===== src/rtl/cam_capture_ctrl.sv =====
// Camera byte stream -> frame-buffer pixel writes, frame sync pulses and region snapshot; REGION_FILTER_EN adds frame-persistence filter on region_out.
// Latency: 2 pclk from raw input edge to we/frame_start/frame_done; region_out/frame_cnt one cycle after frame_done.
// Backpressure: none, the camera cannot be stalled; pixels past W*H are dropped and flagged.
module cam_capture_ctrl #(
    parameter int W       = 320,
    parameter int H       = 240,
    parameter int PERSIST = 3
) (
    input  logic        pclk,
    input  logic        reset_n,
    input  logic        vsync,
    input  logic        href,
    input  logic [7:0]  cam_d,
    input  logic [8:0]  region_in,
    output logic        we,
    output logic [16:0] wAddr,
    output logic [15:0] wData,
    output logic        frame_start,
    output logic        frame_done,
    output logic        frame_err,
    output logic [8:0]  region_out,
    output logic [15:0] frame_cnt
);

    localparam logic [16:0] NPIX = 17'(W * H);

    typedef enum logic [1:0] {
        SYNC   = 2'd0,
        BLANK  = 2'd1,
        ACTIVE = 2'd2
    } state_t;

    state_t      state;
    state_t      state_nxt;

    logic        vsync_q;
    logic        vsync_p;
    logic        href_q;
    logic [7:0]  d_q;

    logic        vsync_rise;
    logic        vsync_fall;
    logic        fs_evt;
    logic        fe_evt;
    logic        cap_en;

    logic        phase;
    logic [7:0]  hi_byte;
    logic [16:0] pix_cnt;
    logic        ovf;
    logic        done_ok;
    logic        complete;

    always_ff @(posedge pclk or negedge reset_n) begin
        if (!reset_n) begin
            vsync_q <= 1'b0;
            vsync_p <= 1'b0;
            href_q  <= 1'b0;
            d_q     <= 8'd0;
        end else begin
            vsync_q <= vsync;
            vsync_p <= vsync_q;
            href_q  <= href;
            d_q     <= cam_d;
        end
    end

    assign vsync_rise = vsync_q & ~vsync_p;
    assign vsync_fall = ~vsync_q & vsync_p;
    assign complete   = (pix_cnt == NPIX) && !ovf;

    always_ff @(posedge pclk or negedge reset_n) begin
        if (!reset_n) begin
            state <= SYNC;
        end else begin
            state <= state_nxt;
        end
    end

    always_comb begin
        state_nxt = state;
        fs_evt    = 1'b0;
        fe_evt    = 1'b0;
        cap_en    = 1'b0;
        case (state)
            SYNC: begin
                if (vsync_q) begin
                    state_nxt = BLANK;
                end
            end
            BLANK: begin
                if (vsync_fall) begin
                    fs_evt    = 1'b1;
                    state_nxt = ACTIVE;
                end
            end
            ACTIVE: begin
                if (vsync_rise) begin
                    fe_evt    = 1'b1;
                    state_nxt = BLANK;
                end else begin
                    cap_en = 1'b1;
                end
            end
            default: begin
                state_nxt = SYNC;
            end
        endcase
    end

    // pix_cnt doubles as the write address; it saturates at NPIX so wAddr holds at NPIX-1
    always_ff @(posedge pclk or negedge reset_n) begin
        if (!reset_n) begin
            we          <= 1'b0;
            wAddr       <= 17'd0;
            wData       <= 16'd0;
            frame_start <= 1'b0;
            frame_done  <= 1'b0;
            frame_err   <= 1'b0;
            done_ok     <= 1'b0;
            phase       <= 1'b0;
            hi_byte     <= 8'd0;
            pix_cnt     <= 17'd0;
            ovf         <= 1'b0;
        end else begin
            we          <= 1'b0;
            frame_start <= 1'b0;
            frame_done  <= 1'b0;
            frame_err   <= 1'b0;
            done_ok     <= 1'b0;
            if (fs_evt) begin
                frame_start <= 1'b1;
                pix_cnt     <= 17'd0;
                phase       <= 1'b0;
                ovf         <= 1'b0;
            end else if (fe_evt) begin
                frame_done <= 1'b1;
                frame_err  <= !complete;
                done_ok    <= complete;
                phase      <= 1'b0;
            end else if (cap_en) begin
                if (href_q) begin
                    if (!phase) begin
                        hi_byte <= d_q;
                        phase   <= 1'b1;
                    end else begin
                        phase <= 1'b0;
                        if (pix_cnt < NPIX) begin
                            we      <= 1'b1;
                            wAddr   <= pix_cnt;
                            wData   <= {hi_byte, d_q};
                            pix_cnt <= pix_cnt + 17'd1;
                        end else begin
                            ovf <= 1'b1;
                        end
                    end
                end else begin
                    phase <= 1'b0;
                end
            end
        end
    end

    always_ff @(posedge pclk or negedge reset_n) begin
        if (!reset_n) begin
            frame_cnt <= 16'd0;
        end else if (done_ok) begin
            frame_cnt <= frame_cnt + 16'd1;
        end
    end

    // region_in is sampled during the frame_done cycle, before the next frame_start clears the detector
`ifdef REGION_FILTER_EN
    localparam logic [3:0] PERSIST_M1 = 4'(PERSIST - 1);

    logic [3:0] flt_cnt [9];

    always_ff @(posedge pclk or negedge reset_n) begin
        if (!reset_n) begin
            region_out <= 9'd0;
            for (int k = 0; k < 9; k++) begin
                flt_cnt[k] <= 4'd0;
            end
        end else if (done_ok) begin
            for (int k = 0; k < 9; k++) begin
                if (region_in[k] == region_out[k]) begin
                    flt_cnt[k] <= 4'd0;
                end else if (flt_cnt[k] == PERSIST_M1) begin
                    region_out[k] <= ~region_out[k];
                    flt_cnt[k]    <= 4'd0;
                end else begin
                    flt_cnt[k] <= flt_cnt[k] + 4'd1;
                end
            end
        end
    end
`else
    always_ff @(posedge pclk or negedge reset_n) begin
        if (!reset_n) begin
            region_out <= 9'd0;
        end else if (done_ok) begin
            region_out <= region_in;
        end
    end
`endif

endmodule


===== config.mk =====
export PLATFORM = sky130hd
export DESIGN_NAME = cam_capture_ctrl
export DESIGN_NICKNAME = d
export VERILOG_FILES = /design/src/rtl/cam_capture_ctrl.sv
export SDC_FILE = /design/constraint.sdc
export NUM_CORES = 1
export LEC_CHECK = 0
export CAP_MARGIN = 5
export CORE_MARGIN = 2
export CORE_UTILIZATION = 55
export DETAILED_ROUTE_END_ITERATION = 6
export GPL_TIMING_DRIVEN = 0
export PLACE_DENSITY_LB_ADDON = 0.3
export REMOVE_ABC_BUFFERS = 1
export SLEW_MARGIN = 20
export SYNTH_ARGS = -nofsm -noshare
export SYNTH_HDL_FRONTEND = slang
export SYNTH_SLANG_ARGS = --single-unit
export TNS_END_PERCENT = 100

===== constraint.sdc =====
create_clock -name pclk -period 3.17 [get_ports pclk]
set_clock_uncertainty 0.05 [all_clocks]
set_input_delay 0.7925 -clock pclk [delete_from_list [all_inputs] [get_ports pclk]]
set_output_delay 0.7925 -clock pclk [all_outputs]
set_load 0.02 [all_outputs]

### Word level (Yosys, flattened, before mapping)

Cells that the tools add are included.

* memory bits (read-only): 0
* output and inout bits: 62
* RAM bits: 0
* memories kept: 0
* bits in latches: 0
* register bits after elaboration: 103

* divide/modulo/power cells: 0
* bitwise operators: 7
* $lt $le $gt $ge: 1
* shift-type cells: 0
* $add $sub $neg: 2
* $mul: 0
* equality and inequality tests: 8
* mux-type cells: 40
* reduce and logical (&&, ||, !) cells: 14

Operators by type and width (number)
* $mux 17: 6
* $mux 1: 30
* $add 17x1->17 const B: 1
* $eq 17x17->1 const B: 1
* $lt 17x17->1 const B: 1
* $add 16x1->16 const B: 1
* $reduce_and 5->1: 3
* $ne 2x2->1 const B: 5
* $reduce_bool 2->1: 4
* $mux 2: 3
* $pmux 2 s3: 1
* $reduce_and 6->1: 1
* $not 1->1: 5
* $reduce_and 3->1: 1
* $reduce_bool 3->1: 1
* $and 1x1->1: 2
* $eq 2x1->1 const B: 1
* $eq 2x2->1 const B: 1
* $logic_not 1->1: 2
* $logic_not 2->1: 1
* $logic_and 1x1->1: 1

### Logic depth before layout (Yosys ltp)

* depth in word-level cells: 7
* gate-level depth with buffers: 6

### Least setup slack after synthesis

OpenSTA, ideal clock, no wires.

* path type: reg-to-reg
* start point: reg vsync_q
* end point: reg wAddr[10]
* arrival: 1834 ps
* slack: 1161 ps
* data required time: 2995 ps
* setup time: 125 ps
* cell stages (with the launch flop): 6
* cells stage by stage: dfrtp_1 > nor2b_1 > or3_1 > nor2_2 > buf_2 > mux2_2

* longest elaborated chain between the ends: 6

Ends and longest elaborated chain
* from (decl): line 36 `logic vsync_q;`
* from (signal assigned): line 61 `vsync_q <= vsync;`
* $not 1->1: line 69 `assign vsync_fall = ~vsync_q & vsync_p;`
* $and 1x1->1: line 69
* $mux 1: line 92 `if (vsync_fall) begin`
* $mux 1: line 85 `case (state)`
* $not 1->1 (no line)
* $reduce_and 6->1 (no line) *
* to (signal assigned): line 150 `wAddr <= pix_cnt;`
* to (decl): line 16 `output logic [16:0] wAddr,`

Every way passes the cells marked *; elsewhere a longest branch is shown, timed or not.
A chain may end at the register's enable or synchronous reset.

### Worst setup path in the final report

* start point: reg pix_cnt[14]
* end point: reg wData[15]

* longest elaborated chain between the ends: 2

Ends and longest elaborated chain
* from (decl): line 49 `logic [16:0] pix_cnt;`
* from (signal assigned): line 152 `pix_cnt <= pix_cnt + 17'd1;`
* $lt 17x17->1: line 148 `if (pix_cnt < NPIX) begin`
* $reduce_and 6->1 (no line)
* to (signal assigned): line 151 `wData <= {hi_byte, d_q};`
* to (decl): line 17 `output logic [15:0] wData,`

Every way passes these cells.

==> metrics.txt <==
status=finished, final reports clean; unrepaired setup endpoints after global routing=no; DR WL/cell=15.7 um; io pins=83; Hold Crit Class=input port to async pin; Worst-path clk slew=0.09 ns; Synth top cells by count=dfrtp_1, mux2_2, nand2_1, nand3_1, a21oi_1; Layout Cells excl Fill=500; total gr overflow=0; Slew Viols, Final=0; Place WS=0.776 ns; Final Hold Vio Count=0; Antenna Cells=0; Fmax=415 MHz; CP Max Fanout=24; share of cells above drive strength 1=18.7%; Synth area leaders=dfrtp_1, mux2_2, xnor2_1; final worst slack=0.762 ns; clk sink count=103; number of synthesized flops with an enable pin=0; WL final=7850 um; Final setup viols=0; synthesized instance count=312; Tcrit/Tclk final=76.0%; library cells used by synthesis=33; initial antenna violation count=0; pwr dens=477 mW/mm^2; Core Area=0.00725 sq mm; Peak supply drop=0.331 mV; drt via density=5.52; IO Port Bufs=82; crit path cell chain=o21a_1, or3_1, nor2_4, buf_16, mux2_2; clock latency on the worst-skew pair=0.36 ns; Synth async-reset ratio=100%; P&R area growth vs syn=27.6%; Synth Warn #=0; Placed Cells=484; largest area contributor in the netlist=dfrtp_1; layout net count=420; setup repair bufs after CTS=0; GPL Wtd Cong=0.809; pin count of the biggest net entering global routing=78; CTS Hold Buffers Added=0; CP arrival=2.61 ns; Crit path largest cell delay=0.52 ns; die area=0.00821 sq mm; Worst Reg2Reg Path Length in Cells=5; cell area after synthesis=0.00413 sq mm; Setup crit end kind=flip-flop; post-route ant nets=0; initial core utilization=56.9%; CTS tree=done; site row count=31; first-pass GRT wire length=13,400 um; Resized cells post-CTS=0; Initial DRC Count=128; ys flop type=dfrtp_1; htree depth=3; Setup crit start kind=flip-flop; Die X=90.6 um; Die H=90.6 um; slew of the pin with the lowest slew margin=1.05 ns; via count=2,762; Max clock buf depth=2; post-synthesis register bit count=103; Buf/Inv on CP=1; area share of the largest cell type after synthesis=62.5%; WP depth=5; post-DP HPWL=5510 um; CP top delay family=simple AND/OR/NAND/NOR gates; WP data required=3.37 ns; syn_area_per_cell=13.2 sq um; gr usage total=20.4%; Crit Path Class=flip-flop to flip-flop; DR DRC count=0; static leakage=2.39 nW; cts bufs inserted=9; Detailed Routing Iterations Pass 1=4; vias in the first global route=2,823; Slew HR=29.4%; max capacitance violation total=0; Final min period=2.41 ns; Seq/Total Area, Yosys=62.5%; Root Buffer=clkbuf_8; slowest stage cell, crit path=or3_1; most common cell in the netlist=dfrtp_1
logic make-up (layout without fill, tap and decap cells):
family / after synthesis / count (layout) / share of synthesized area [%]
mux: 56 / 56 / 15.1
fa+ha+maj: 3 / 3 / 0.910
compound gates: 29 / 29 / 4.43
simple gates: 88 / 88 / 12.1
flops: 103 / 103 / 62.5
xor+xnor: 15 / 15 / 3.18
buf+inv: 18 / 107 / 1.76
flip-flops by register name (all words and copies together), names as in the netlist, 2 cells and up:
name	cells
pix_cnt	17
wAddr	17
frame_cnt	16
wData	16
region_out	9
d_q	8
hi_byte	8
state	2
final timing paths:
| check | end | slack [ns] | startpoint |
|---|---|---|---|
| worst max-delay path | wData[15] | 0.76 | pix_cnt[14] |
| worst min-delay path | frame_start | 0.23 | reset_n |
| worst max register to register | wData[15] | 0.76 | pix_cnt[14] |
| worst min register to register | vsync_p | 0.41 | vsync_q |
| max in group asynchronous | wData[1] | 2.22 | reset_n |
| min in group pclk | vsync_p | 0.41 | vsync_q |
report_power, final:
part           internal (W)  leakage, nW  total, W  switching [W]
Clock              0.000294       0.0866  0.000750       0.000456
Sequential          0.00141         1.39   0.00147      0.0000587
Combinational      0.000160        0.907  0.000290       0.000130
stage by stage:
| stage | util (%) | power [W] | setup TNS (ns) | cell area, sq um | hold slack (ns) |
|---|---|---|---|---|---|
| 2_1_floorplan | - | 0.00163 | 0 | 4080 | 0.350 |
| 4_1_cts | 72.6 | 0.00254 | 0 | 5270 | 0.230 |
| 6_report | 72.6 | 0.00251 | 0 | 5270 | 0.234 |
| 3_5_place_dp | 70.1 | 0.00179 | 0 | 5090 | 0.378 |
| 3_3_place_gp | 69.3 | 0.00177 | -249.94 | 5020 | 0.365 |
| 5_1_grt | 72.6 | 0.00262 | 0 | 5270 | 0.239 |
layout by cell type, fill, tap and decap left out, drive strengths merged:
cell / count
a21oi: 11
and2: 1
and3: 7
and4: 1
buf: 3
clkbuf: 9
clkdlybuf4s50: 81
clkinv: 2
clkinvlp: 2
dfrtp: 103
ha: 3
inv: 10
mux2: 51
mux2i: 5
nand2: 22
nand2b: 3
nand3: 13
nand4: 7
nand4b: 1
nor2: 7
nor2b: 1
nor3: 5
nor4: 5
nor4b: 1
o2111ai: 1
o21a: 4
o21ai: 3
o22ai: 1
o31ai: 9
or2: 1
or3: 1
or4: 10
or4b: 2
xnor2: 10
xor2: 5
layer usage:
| metal | part of all wire [%] | track usage (%) | vias up |
|---|---|---|---|
| met5 | 0 | 0 | - |
| met4 | 1.1 | 7.95 | 0 |
| met3 | 4.9 | 3.92 | 7 |
| met2 | 50 | 32.8 | 81 |
| met1 | 44 | 27.6 | 1378 |
| li1 | - | - | 1296 |
area by class of cell:
cell class | count | area, sq um
Sequential cell | 103 | 2580
Fill cell | 528 | 1990
Multi-Input combinational cell | 191 | 1480
Timing Repair Buffer | 84 | 877
Clock buffer | 9 | 124
Tap cell | 99 | 124
Clock inverter | 7 | 55.1
Inverter | 7 | 26.3
No activity file was read; power rests on OpenSTA's default activity.
